`src/rtl/ram_burst_rd_pkg.sv`:
```
`default_nettype none
// +----------------------------------------------------------------------+
// | Module   : ram_burst_rd_pkg                                          |
// | Purpose  : Shared constants for the RAM burst reader: FSM state      |
// |            encodings and the supported RAM read-latency range.       |
// | Revision : 1.0 - initial release                                     |
// +----------------------------------------------------------------------+
package ram_burst_rd_pkg;

    localparam int unsigned c_state_w = 2;

    localparam logic [c_state_w-1:0] c_st_idle  = 2'd0;
    localparam logic [c_state_w-1:0] c_st_run   = 2'd1;
    localparam logic [c_state_w-1:0] c_st_drain = 2'd2;

    // Read latency must match the RAM port pipeline setting.
    localparam int c_lat_min = 1;
    localparam int c_lat_max = 6;

endpackage
`default_nettype wire

```
`src/rtl/ram_burst_rd_sfifo.sv`:
```
`default_nettype none
// +----------------------------------------------------------------------+
// | Module   : rd_sfifo                                                  |
// | Purpose  : Small synchronous FIFO buffering RAM read data.           |
// | Ports    : clk, rst (sync, active high), i_push/i_wdata,             |
// |            i_pop/o_rdata (head word), o_count, o_empty               |
// | Revision : 1.0 - initial release                                     |
// +----------------------------------------------------------------------+
module rd_sfifo #(
    parameter int WIDTH = 8,
    parameter int DEPTH = 4
) (
    input  logic                       clk,
    input  logic                       rst,
    input  logic                       i_push,
    input  logic [WIDTH-1:0]           i_wdata,
    input  logic                       i_pop,
    output logic [WIDTH-1:0]           o_rdata,
    output logic [$clog2(DEPTH+1)-1:0] o_count,
    output logic                       o_empty
);

    localparam int PW = (DEPTH > 1) ? $clog2(DEPTH) : 1;
    localparam int CW = $clog2(DEPTH + 1);
    localparam logic [PW-1:0] c_ptr_last = PW'(DEPTH - 1);

    logic [WIDTH-1:0] r_mem [DEPTH];
    logic [PW-1:0]    r_wr_ptr;
    logic [PW-1:0]    r_rd_ptr;
    logic [CW-1:0]    r_count;
    logic             w_do_push;
    logic             w_do_pop;

    // Depth need not be a power of two, so pointers wrap explicitly.
    function automatic logic [PW-1:0] f_next(input logic [PW-1:0] p);
        return (p == c_ptr_last) ? '0 : p + PW'(1);
    endfunction

    assign w_do_pop  = i_pop && (r_count != '0);
    assign w_do_push = i_push && ((r_count != CW'(DEPTH)) || w_do_pop);

    always_ff @(posedge clk) begin
        if (rst) begin
            r_wr_ptr <= '0;
            r_rd_ptr <= '0;
            r_count  <= '0;
            for (int k = 0; k < DEPTH; k++) begin
                r_mem[k] <= '0;
            end
        end else begin
            if (w_do_push) begin
                r_mem[r_wr_ptr] <= i_wdata;
                r_wr_ptr        <= f_next(r_wr_ptr);
            end
            if (w_do_pop) begin
                r_rd_ptr <= f_next(r_rd_ptr);
            end
            // Simultaneous push and pop leaves the count unchanged.
            case ({w_do_push, w_do_pop})
                2'b10:   r_count <= r_count + CW'(1);
                2'b01:   r_count <= r_count - CW'(1);
                default: r_count <= r_count;
            endcase
        end
    end

    assign o_rdata = r_mem[r_rd_ptr];
    assign o_count = r_count;
    assign o_empty = (r_count == '0);

endmodule
`default_nettype wire

```
`src/rtl/ram_burst_rd.sv`:
```
`default_nettype none
// +----------------------------------------------------------------------+
// | Module   : ram_burst_rd                                              |
// | Purpose  : Reads a burst of consecutive words from a fixed-latency   |
// |            RAM port and streams them out with valid/ready.           |
// | Ports    : clk, rst (sync, active high)                              |
// |            start/sadd/len : burst request (len==0 is a no-op)        |
// |            busy, done     : status, done is a 1-cycle pulse          |
// |            ram_add/ram_rdat : RAM read port                          |
// |            ovld/ordy/odat/olast : output stream                      |
// | Revision : 1.0 - initial release                                     |
// +----------------------------------------------------------------------+
module ram_burst_rd
    import ram_burst_rd_pkg::*;
#(
    parameter int G_ADDR  = 10,
    parameter int G_WIDTH = 16,
    parameter int G_LAT   = 1
) (
    input  logic               clk,
    input  logic               rst,
    input  logic               start,
    input  logic [G_ADDR-1:0]  sadd,
    input  logic [G_ADDR:0]    len,
    output logic               busy,
    output logic               done,
    output logic [G_ADDR-1:0]  ram_add,
    input  logic [G_WIDTH-1:0] ram_rdat,
    output logic               ovld,
    input  logic               ordy,
    output logic [G_WIDTH-1:0] odat,
    output logic               olast
);

    localparam int c_depth = G_LAT + 2;
    localparam int c_cw    = $clog2(c_depth + 1);

    if ((G_LAT < c_lat_min) || (G_LAT > c_lat_max)) begin : g_bad_lat
        $error("ram_burst_rd: G_LAT outside supported range");
    end

    logic [c_state_w-1:0] r_state;
    logic [G_ADDR-1:0]    r_addr_cnt;
    logic [G_ADDR-1:0]    r_ram_add;
    logic [G_ADDR:0]      r_remaining;
    logic                 r_done;
    logic [G_LAT-1:0]     r_dv;        // read-in-flight markers
    logic [G_LAT-1:0]     r_dl;        // matching last-word markers

    logic [c_cw-1:0]      w_inflight;
    logic [c_cw-1:0]      w_fifo_cnt;
    logic [c_cw:0]        w_credit;
    logic                 w_issue;
    logic                 w_push;
    logic                 w_pop;
    logic                 w_fifo_empty;
    logic [G_WIDTH:0]     w_head;

    always_comb begin
        w_inflight = '0;
        for (int k = 0; k < G_LAT; k++) begin
            w_inflight = w_inflight + c_cw'(r_dv[k]);
        end
    end

    // Words in flight plus words buffered never exceed the FIFO depth,
    // so every returning word always has a slot.
    assign w_credit = {1'b0, w_inflight} + {1'b0, w_fifo_cnt};
    assign w_issue  = (r_state == c_st_run) && (r_remaining != '0) &&
                      (w_credit < (c_cw + 1)'(c_depth));
    assign w_push   = r_dv[G_LAT-1];
    assign w_pop    = ovld && ordy;

    // The address is presented in the issue cycle itself and held otherwise.
    assign ram_add = w_issue ? r_addr_cnt : r_ram_add;

    always_ff @(posedge clk) begin
        if (rst) begin
            r_state     <= c_st_idle;
            r_addr_cnt  <= '0;
            r_ram_add   <= '0;
            r_remaining <= '0;
            r_done      <= 1'b0;
            r_dv        <= '0;
            r_dl        <= '0;
        end else begin
            r_done    <= 1'b0;
            r_ram_add <= ram_add;

            r_dv[0] <= w_issue;
            r_dl[0] <= w_issue && (r_remaining == (G_ADDR + 1)'(1));
            for (int k = 1; k < G_LAT; k++) begin
                r_dv[k] <= r_dv[k-1];
                r_dl[k] <= r_dl[k-1];
            end

            case (r_state)
                c_st_idle: begin
                    if (start) begin
                        if (len != '0) begin
                            r_addr_cnt  <= sadd;
                            r_remaining <= len;
                            r_state     <= c_st_run;
                        end else begin
                            r_done <= 1'b1;
                        end
                    end
                end
                c_st_run: begin
                    if (w_issue) begin
                        r_addr_cnt  <= r_addr_cnt + G_ADDR'(1);
                        r_remaining <= r_remaining - (G_ADDR + 1)'(1);
                        if (r_remaining == (G_ADDR + 1)'(1)) begin
                            r_state <= c_st_drain;
                        end
                    end
                end
                c_st_drain: begin
                    if (w_pop && w_head[G_WIDTH]) begin
                        r_state <= c_st_idle;
                        r_done  <= 1'b1;
                    end
                end
                default: r_state <= c_st_idle;
            endcase
        end
    end

    rd_sfifo #(
        .WIDTH (G_WIDTH + 1),
        .DEPTH (c_depth)
    ) u_fifo (
        .clk     (clk),
        .rst     (rst),
        .i_push  (w_push),
        .i_wdata ({r_dl[G_LAT-1], ram_rdat}),
        .i_pop   (w_pop),
        .o_rdata (w_head),
        .o_count (w_fifo_cnt),
        .o_empty (w_fifo_empty)
    );

    assign busy  = (r_state != c_st_idle);
    assign done  = r_done;
    assign ovld  = ~w_fifo_empty;
    assign odat  = w_head[G_WIDTH-1:0];
    assign olast = ovld && w_head[G_WIDTH];

endmodule
`default_nettype wire

```
`config.mk`:
```
export PLATFORM = sky130hd
export DESIGN_NAME = ram_burst_rd
export DESIGN_NICKNAME = d
export VERILOG_FILES = /design/src/rtl/ram_burst_rd_pkg.sv /design/src/rtl/ram_burst_rd_sfifo.sv /design/src/rtl/ram_burst_rd.sv
export SDC_FILE = /design/constraint.sdc
export NUM_CORES = 1
export LEC_CHECK = 0
export ABC_AREA = 1
export CORE_ASPECT_RATIO = 1.1
export CORE_MARGIN = 10
export CORE_UTILIZATION = 45
export CTS_BUF_LIST = sky130_fd_sc_hd__clkbuf_8
export DETAILED_ROUTE_END_ITERATION = 10
export GPL_TIMING_DRIVEN = 0
export PLACE_DENSITY = 0.69
export SLEW_MARGIN = 20
export SYNTH_ARGS = -nofsm -noshare
export SYNTH_HDL_FRONTEND = slang
export SYNTH_HIERARCHICAL = 1
export SYNTH_SLANG_ARGS = --single-unit
export TNS_END_PERCENT = 30
```
`constraint.sdc`:
```
create_clock -name clk -period 3.55 [get_ports clk]
set_input_delay 0.355 -clock clk [delete_from_list [all_inputs] [get_ports clk]]
set_output_delay 0.355 -clock clk [all_outputs]
set_load 0.1 [all_outputs]
```
==> flow_metrics.py, run 1 <==
metrics = {
    "floorplan": {
        "ios": 71,
        "die_h_um": 137,
        "core-area_um2": 12100,
        "die_area_um2": 17200,
        "start_util_pct": 46.1,
        "die_x_um": 126,
        "num_rows": 42,
    },
    "cells_and_area": {
        "n_antenna_cell": 0,
        "nFillCells": 1154,
        "multiInputGateArea_um2": 2220,
        "final_core_util_pct": 55.0,
        "nets": 784,
        "layout-drive-gt1-share_pct": 11.2,
        "area.sequential_um2": 2920,
        "area_growth_pct": 19.5,
        "fin_area_um2": 6650,
    },
    "critical_path": {
        "cp-end-kind": "primary output",
        "crit_path_start_kind": "register",
        "cp.arrival_ns": 3.09,
        "worstSetupPathType": "reg2out",
        "crit_required_ns": 3.19,
        "crit_fanout": 10,
        "r2r_cells": 6,
    },
    "sta": {
        "slew_violations": 0,
        "setup_viol": 0,
        "maxSlewHeadroom_pct": 33.9,
        "fin_crit_ns": 3.44,
        "max_freq_ghz": 0.290,
        "hold_viol": 0,
        "worst_pin_slew_ns": 0.989,
        "tns_ns": 0,
        "fin_hold_ws_ns": 0.442,
        "fin_skew_ns": 0.0173,
        "rsz0062_at_grt": "no",
        "finalCritPeriodShare_pct": 97.0,
    },
    "power_and_ir_drop": {
        "p_leak_nw": 2.86,
        "p_per_area_nw_per_um2": 477,
        "vdd.ir_drop.worst_mv": 0.314,
    },
    "drt": {
        "wl_mm": 13.7,
        "dr.pass1.iters": 7,
        "routedWlPerCell_um": 15.3,
        "drc": 0,
        "viasPerCell": 5.05,
        "via_count": 4521,
        "detail-route-antenna-nets": 0,
        "dr.first_iter.drc_count": 351,
    },
    "place": {
        "gp_congestion": 0.905,
        "dpl.hpwl_mm": 9.88,
        "dpl_cell_area_um2": 6490,
        "portBuffers": 70,
    },
    "min_path": {
        "worst_hold_path_type": "reg2reg",
        "hold_depth": 0,
    },
    "synth": {
        "ys.warnings.count": 6,
        "synth.avg_cell_area_um2": 8.52,
        "synth.net_count": 701,
        "synth_top_cell_area_share_pct": 36.7,
        "syn_area_um2": 5570,
        "ys.flop_type": "edfxtp_1",
        "synth_edf_count": 68,
        "ys_types": 36,
        "yosys_register_bits": 112,
        "netlist_top_cells_area": "edfxtp_1 37%, dfxtp_1 16%, nor2_1 9.0%, nand2_1 8.4%, o21ai_0 4.8%",
        "ys_seq_area_share_pct": 52.5,
        "synth.most_common_cell": "nor2_1",
        "syn_inst": 653,
        "synthArstFlopShare_pct": 0,
        "yosys-top-cells-count": "133 x nor2_1, 124 x nand2_1, 68 x edfxtp_1, 66 x inv_1, 53 x o21ai_0",
        "yosys.area.top_type": "edfxtp_1",
    },
    "global_routing": {
        "grt.total_usage_pct": 15.7,
        "grt_pass1_wl_mm": 21.9,
        "antenna_found_initial": 0,
        "grt_overflow": 0,
        "grt_max_degree": 20,
        "grt_pass1_vias": 4502,
    },
    "outcome": {
        "status": "complete, no violations",
    },
    "run": {
        "cap_viol_max_count": 0,
    },
    "clock_tree": {
        "clockBufferDepth": 2,
        "clk_pin_slew_ns": 0.11,
        "cts_hold_buf": 0,
        "cts_setup_buffers": 0,
        "cts_buffers": 9,
        "root_buffer": "clkbuf_8",
        "cts_sinks": 112,
        "clock_latency_ns": 0.38,
        "htreeDepth": 3,
        "cts_tree": "built",
    },
}
final timing paths:
path                          start             endpoint  slack, ns
hold reg to reg                r_dl  u_fifo/r_mem[3][16]       0.44
setup reg to reg  u_fifo/o_count[0]  u_fifo/r_mem[0][14]       0.94
hold / removal                 r_dl  u_fifo/r_mem[3][16]       0.44
setup / recovery           register             odat[15]       0.11
final cells by class:
cell class / instances / share of cell area [%]
Sequential cell: 112 / 43.9
Multi-Input combinational cell: 445 / 33.3
Timing Repair Buffer: 72 / 10.7
Inverter: 71 / 4.01
Tap cell: 154 / 2.90
Buffer: 25 / 2.48
Clock buffer: 9 / 1.86
Clock inverter: 7 / 0.809
cells in the final DEF (no fill, tap or decap), types with 5 or more instances in the layout:
cell type / instances
inv_1: 67
nand3_1: 25
a21oi_1: 17
inv_2: 5
o21ai_0: 53
clkbuf_8: 9
or2_1: 7
dfxtp_1: 44
buf_2: 6
nand2_2: 6
nand2_1: 124
dlygate4sd2_1: 8
ha_1: 7
nor2_2: 14
o22ai_1: 17
edfxtp_1: 68
clkbuf_1: 10
buf_6: 8
o21ai_2: 7
nor2_1: 133
nor2_4: 8
nand4_1: 5
clkdlybuf4s50_1: 58
power breakdown:
group	total (W)	internal (W)	leakage, nW	switching [W]
Combinational	0.000934	0.000256	1.73	0.000678
Clock	0.000724	0.000264	0.0950	0.000460
Sequential	0.00151	0.00146	1.04	0.0000596
Total	0.00317	0.00198	2.86	0.00120
critical path: stages, from the launching register on:
cell and delay (ns):
dfxtp_1 0.43, inv_1 0.24, clkbuf_1 0.43, o21ai_0 0.20
o22ai_1 0.23, clkdlybuf4s50_1 1.19
metrics by stage:
stage | total power [W] | cells | worst slack, ns
floorplan | 0.00224 | 653 | 0.683
global placement | 0.00249 | 877 | -0.575
detailed placement | 0.00250 | 879 | 0.228
CTS | 0.00319 | 895 | 0.0954
global route | 0.00333 | 895 | 0.0109
finish | 0.00317 | 895 | 0.107
registers in the layout, summed over array words and instances (netlist names), named ones only:
| register | count |
|---|---|
| r_dl | 1 |
| u_fifo/r_mem | 68 |
| done | 1 |
| r_ram_add | 10 |
| r_addr_cnt | 10 |
| u_fifo/r_wr_ptr | 2 |
| r_state | 2 |
| r_dv | 1 |
| r_remaining | 11 |
| u_fifo/o_count | 2 |
| u_fifo/r_rd_ptr | 2 |
logic make-up (layout without fill, tap and decap cells):
kind of cell,Yosys count,in the layout,synth area share [%]
AND/OR/NAND/NOR,337,337,27.7
flip-flops,112,112,52.5
AO/OA/AOI/OAI,100,100,10.3
buffers and inverters,96,184,7.75
adder cells (fa/ha/maj),7,7,1.57
XOR/XNOR,1,1,0.157
routing by layer:
metal | part of all wire [%] | GRT usage [%] | vias up
met5 | 0 | 0 | -
met4 | 1.0 | 5.25 | 0
met3 | 6.3 | 3.37 | 11
met2 | 50 | 28.2 | 163
met1 | 42 | 18.2 | 2072
li1 | - | - | 2275
timing repair:
| item | 4_1_cts | 5_1_grt |
|---|---|---|
| setup endpoints to repair | 11 | 4 |
| gates resized for setup | 11 | 5 |
| cloned | 0 | 0 |
Power figures use the tool's default switching activity.
==> inputs of run 2 (changes only) <==
--- a/config.mk
+++ b/config.mk
@@ -6,7 +6,7 @@
 export NUM_CORES = 1
 export LEC_CHECK = 0
 export ABC_AREA = 1
-export CORE_ASPECT_RATIO = 1.1
+export CORE_ASPECT_RATIO = 1.25
 export CORE_MARGIN = 10
 export CORE_UTILIZATION = 45
 export CTS_BUF_LIST = sky130_fd_sc_hd__clkbuf_8
==> flow_metrics.py, run 2 (synthesis results as in run 1) <==
metrics = {
    "clock_tree": {
        "cts_sinks": 112,
        "clockBufferDepth": 2,
        "clk_pin_slew_ns": 0.11,
        "cts_hold_buf": 0,
        "htreeDepth": 3,
        "cts_tree": "built",
        "cts_buffers": 9,
        "clock_latency_ns": 0.38,
        "cts_setup_buffers": 0,
        "root_buffer": "clkbuf_8",
    },
    "sta": {
        "fin_skew_ns": 0.0109,
        "finalCritPeriodShare_pct": 97.2,
        "tns_ns": 0,
        "fin_hold_ws_ns": 0.463,
        "worst_pin_slew_ns": 1.01,
        "rsz0062_at_grt": "yes",
        "slew_violations": 0,
        "hold_viol": 0,
        "maxSlewHeadroom_pct": 32.3,
        "fin_crit_ns": 3.45,
        "finalWorstSetupSlack_ns": 0.0995,
        "max_freq_ghz": 0.290,
        "setup_viol": 0,
    },
    "critical_path": {
        "crit_required_ns": 3.19,
        "cp.arrival_ns": 3.10,
        "crit_fanout": 10,
        "timing.rr.start": "u_fifo/o_count[0]",
        "worstSetupPathType": "reg2out",
        "cp-end-kind": "primary output",
        "crit_path_start_kind": "register",
    },
    "power_and_ir_drop": {
        "finalPower_w": 0.00325,
        "p_leak_nw": 2.87,
        "vdd.ir_drop.worst_mv": 0.315,
        "p_per_area_nw_per_um2": 486,
    },
    "floorplan": {
        "die_x_um": 119,
        "die_area_um2": 17200,
        "ios": 71,
        "core-area_um2": 12200,
        "num_rows": 45,
        "start_util_pct": 45.8,
        "die_h_um": 144,
    },
    "drt": {
        "wl_met3_um": 807,
        "wl_mm": 13.9,
        "detail-route-antenna-nets": 0,
        "wl_met2_mm": 7.13,
        "routedWlPerCell_um": 15.4,
        "viasPerCell": 5.04,
        "highest_layer": "met4",
        "via_count": 4563,
        "dr.pass1.iters": 4,
        "drc": 0,
        "wl_met1_mm": 5.88,
        "dr.first_iter.drc_count": 263,
    },
    "cells_and_area": {
        "largest_registers": "u_fifo/r_mem: 68 flops, r_remaining: 11 flops",
        "layout-drive-gt1-share_pct": 11.6,
        "area_growth_pct": 20.1,
        "nets": 784,
        "final_common_cell": "nor2_1",
        "multiInputGateArea_um2": 2220,
        "nFillCells": 1188,
        "most-common-layout-cells": "133 x nor2_1, 124 x nand2_1, 68 x edfxtp_1",
        "largest_reg_flops": 68,
        "fin_area_um2": 6690,
        "n_antenna_cell": 0,
        "top_register": "u_fifo/r_mem",
        "area.sequential_um2": 2920,
    },
    "place": {
        "place_ws_ns": 0.255,
        "portBuffers": 70,
        "gp_congestion": 0.882,
        "dpl.hpwl_mm": 10.1,
        "dpl_cell_area_um2": 6490,
    },
    "global_routing": {
        "grt.total_usage_pct": 16.2,
        "antenna_found_initial": 0,
        "grt_overflow": 0,
        "grt_pass1_vias": 4638,
        "grt_pass1_wl_mm": 22.5,
        "grt_max_degree": 21,
    },
    "min_path": {
        "worst_hold_path_type": "reg2reg",
        "hp-start": "r_dl",
    },
    "run": {
        "cap_viol_max_count": 0,
    },
    "outcome": {
        "status": "complete, no violations",
    },
}
[run 2: repair_timing]
item,CTS,global route
hold endpoints to repair,0,0
endpoints found under the setup margin,11,6
gates resized for setup,11,8
[run 2: final timing paths]
| check | endpoint | cells past startpoint | slack (ns) |
|---|---|---|---|
| max | olast | 7 | 0.1 |
| min | u_fifo/r_mem[3][16] | 0 | 0.46 |
| max reg2reg | u_fifo/r_mem[2][5] | 6 | 0.93 |
| min reg2reg | u_fifo/r_mem[3][16] | 0 | 0.46 |
[run 2: critical path: stages, from the launching register on]
cell,delay (ns)
dfxtp_1,0.42
inv_1,0.24
clkbuf_1,0.44
o21ai_0,0.17
o22ai_1,0.36
inv_1,0.09
nor2_1,0.14
clkdlybuf4s15_1,0.86
[run 2: cell type report]
type	count	share of cell area (%)
clock inverter	7	1.29
tap	164	3.07
clock buffer	9	1.85
multi-input combinational	445	33.2
sequential	112	43.7
buffer	25	2.47
timing repair buffer	72	10.5
inverter	71	3.99
[run 2: per-stage QoR]
stage / utilization, % / cells
after detailed placement: 53.4 / 889
after floorplan: - / 653
after global placement: 53.2 / 887
after global routing: 55.0 / 905
after CTS: 55.0 / 905
final: 55.0 / 905
[run 2: routing by layer]
metal / vias to the layer above / track usage [%]
met4: 0 / 4.96
met2: 134 / 29.7
met3: 13 / 3.47
met1: 2128 / 18.3
met5: - / 0
li1: 2288 / -
[run 2: power by group]
group | total (W) | internal, W | switching (W)
Clock | 0.000796 | 0.000340 | 0.000456
Sequential | 0.00152 | 0.00146 | 0.0000606
Combinational | 0.000935 | 0.000255 | 0.000680
==> inputs of run 3 (changes only) <==
--- a/config.mk
+++ b/config.mk
@@ -11,8 +11,9 @@
 export CORE_UTILIZATION = 45
 export CTS_BUF_LIST = sky130_fd_sc_hd__clkbuf_8
 export DETAILED_ROUTE_END_ITERATION = 10
+export DONT_BUFFER_PORTS = 1
 export GPL_TIMING_DRIVEN = 0
-export PLACE_DENSITY = 0.69
+export PLACE_DENSITY = 0.62
 export SLEW_MARGIN = 20
 export SYNTH_ARGS = -nofsm -noshare
 export SYNTH_HDL_FRONTEND = slang
==> flow_metrics.py, run 3 (synthesis results as in run 1) <==
metrics = {
    "outcome": {
        "status": "complete, no violations",
    },
    "floorplan": {
        "die_area_um2": 17200,
        "die_h_um": 144,
        "ios": 71,
        "core-area_um2": 12200,
        "num_rows": 45,
        "start_util_pct": 45.8,
        "die_x_um": 119,
    },
    "power_and_ir_drop": {
        "vdd.ir_drop.worst_mv": 0.308,
        "p_leak_nw": 2.62,
        "p_per_area_nw_per_um2": 509,
    },
    "critical_path": {
        "crit_fanout": 10,
        "r2r_cells": 15,
        "reg2reg_slack_ns": 0.85,
        "crit_path_start_kind": "register",
        "cp-end-kind": "primary output",
        "cpPeakStageDelay_ns": 0.63,
        "worstSetupPathType": "reg2out",
        "crit_slowest_cell": "inv_1",
        "crit_chain": "ha_1 > ha_1 > nand2_1 > nor3b_2 > nand2_2 > inv_2 > buf_6 > or2_0 > o21ai_0 > inv_1",
        "crit_top_cell": "ha_1",
        "cp.arrival_ns": 2.78,
        "crit_required_ns": 3.19,
    },
    "global_routing": {
        "antenna_found_initial": 0,
        "grt_overflow": 0,
        "grt.total_usage_pct": 15.3,
        "grt_pass1_wl_mm": 21.1,
        "grt_max_degree": 20,
        "grt_pass1_vias": 4331,
    },
    "cells_and_area": {
        "final_common_cell": "nor2_1",
        "most-common-layout-cells": "132 x nor2_1, 124 x nand2_1, 68 x edfxtp_1",
        "nets": 716,
        "area_growth_pct": 10.2,
        "nFillCells": 1191,
        "n_antenna_cell": 0,
        "fin_area_um2": 6140,
        "top_register": "u_fifo/r_mem",
        "layout-drive-gt1-share_pct": 15.0,
        "largest_reg_flops": 68,
        "largest_registers": "u_fifo/r_mem: 68 flops, r_remaining: 11 flops",
    },
    "clock_tree": {
        "cts_setup_buffers": 0,
        "clk_pin_slew_ns": 0.11,
        "cts_sinks": 112,
        "clockBufferDepth": 2,
        "clock_latency_ns": 0.36,
        "htreeDepth": 3,
        "root_buffer": "clkbuf_8",
        "cts_resized": 0,
        "cts_tree": "built",
        "cts_buffers": 9,
        "cts_hold_buf": 0,
    },
    "sta": {
        "hold_viol": 0,
        "rsz0062_at_grt": "no",
        "maxSlewHeadroom_pct": 22.6,
        "finalCritPeriodShare_pct": 88.4,
        "worst_pin_slew_ns": 1.16,
        "slew_violations": 0,
        "tns_ns": 0,
        "fin_crit_ns": 3.14,
        "fin_skew_ns": 0.00903,
        "max_freq_ghz": 0.319,
        "setup_viol": 0,
    },
    "min_path": {
        "worst_hold_path_type": "in2reg",
        "hold_depth": 0,
    },
    "drt": {
        "wl_mm": 13.4,
        "dr.first_iter.drc_count": 230,
        "dr.pass1.iters": 4,
        "detail-route-antenna-nets": 0,
        "routedWlPerCell_um": 16.0,
        "viasPerCell": 5.11,
        "via_count": 4277,
        "drc": 0,
    },
    "place": {
        "gp_congestion": 0.849,
        "dpl_cell_area_um2": 5930,
        "portBuffers": 0,
        "dpl.hpwl_mm": 9.85,
    },
    "run": {
        "cap_viol_max_count": 0,
    },
}
-- run 3: path summary, 6_finish.rpt --
path,startpoint,endpoint
hold / removal,ram_rdat[8],u_fifo/r_mem[3][8]
setup / recovery,r_dv,ram_add[5]
hold reg to reg,r_dl,u_fifo/r_mem[3][16]
setup reg to reg,register,r_state[0]
-- run 3: area by class of cell --
cell class,count,area (um^2),share of cell area (%)
plain buffers,25,165,2.69
inverters,71,267,4.34
repair buffers,4,53.8,0.877
clock buffers,9,124,2.02
clock inverters,7,80.1,1.30
multi-input cells,445,2320,37.8
well taps,164,205,3.34
flip-flops and latches,112,2920,47.6
-- run 3: per-stage QoR --
step | power (W) | std cells | setup slack, ns | util (%) | hold slack, ns
after detailed placement | 0.00238 | 821 | 0.800 | 48.8 | 0.446
final | 0.00313 | 837 | 0.413 | 50.5 | 0.0762
after CTS | 0.00315 | 837 | 0.352 | 50.5 | 0.0475
after floorplan | 0.00224 | 653 | 0.683 | - | 0.408
after global placement | 0.00235 | 817 | -0.298 | 47.5 | 0.418
after global routing | 0.00328 | 837 | 0.183 | 50.5 | 0.0335
-- run 3: layer usage --
layer / vias to the layer above / routed length, um / track usage [%]
met2: 115 / 6980 / 28.7
li1: 2148 / - / -
met5: - / 0 / 0
met4: 0 / 116 / 4.33
met3: 8 / 782 / 4.17
met1: 2006 / 5510 / 16.4
-- run 3: worst max-delay path: cells and delay by family, from the launching register on --
kind                       cells  cell delay (ns)
AOI/OAI and AO/OA              1             0.11
adders and majority gates      2             0.44
DFF                            1             0.56
and+or+nand+nor                4             0.48
buffers and inverters          3             0.83
-- run 3: report_power, final --
part,internal [W],switching [W]
logic,0.000172,0.000655
clock network,0.000337,0.000443
registers,0.00146,0.0000613
total,0.00196,0.00116
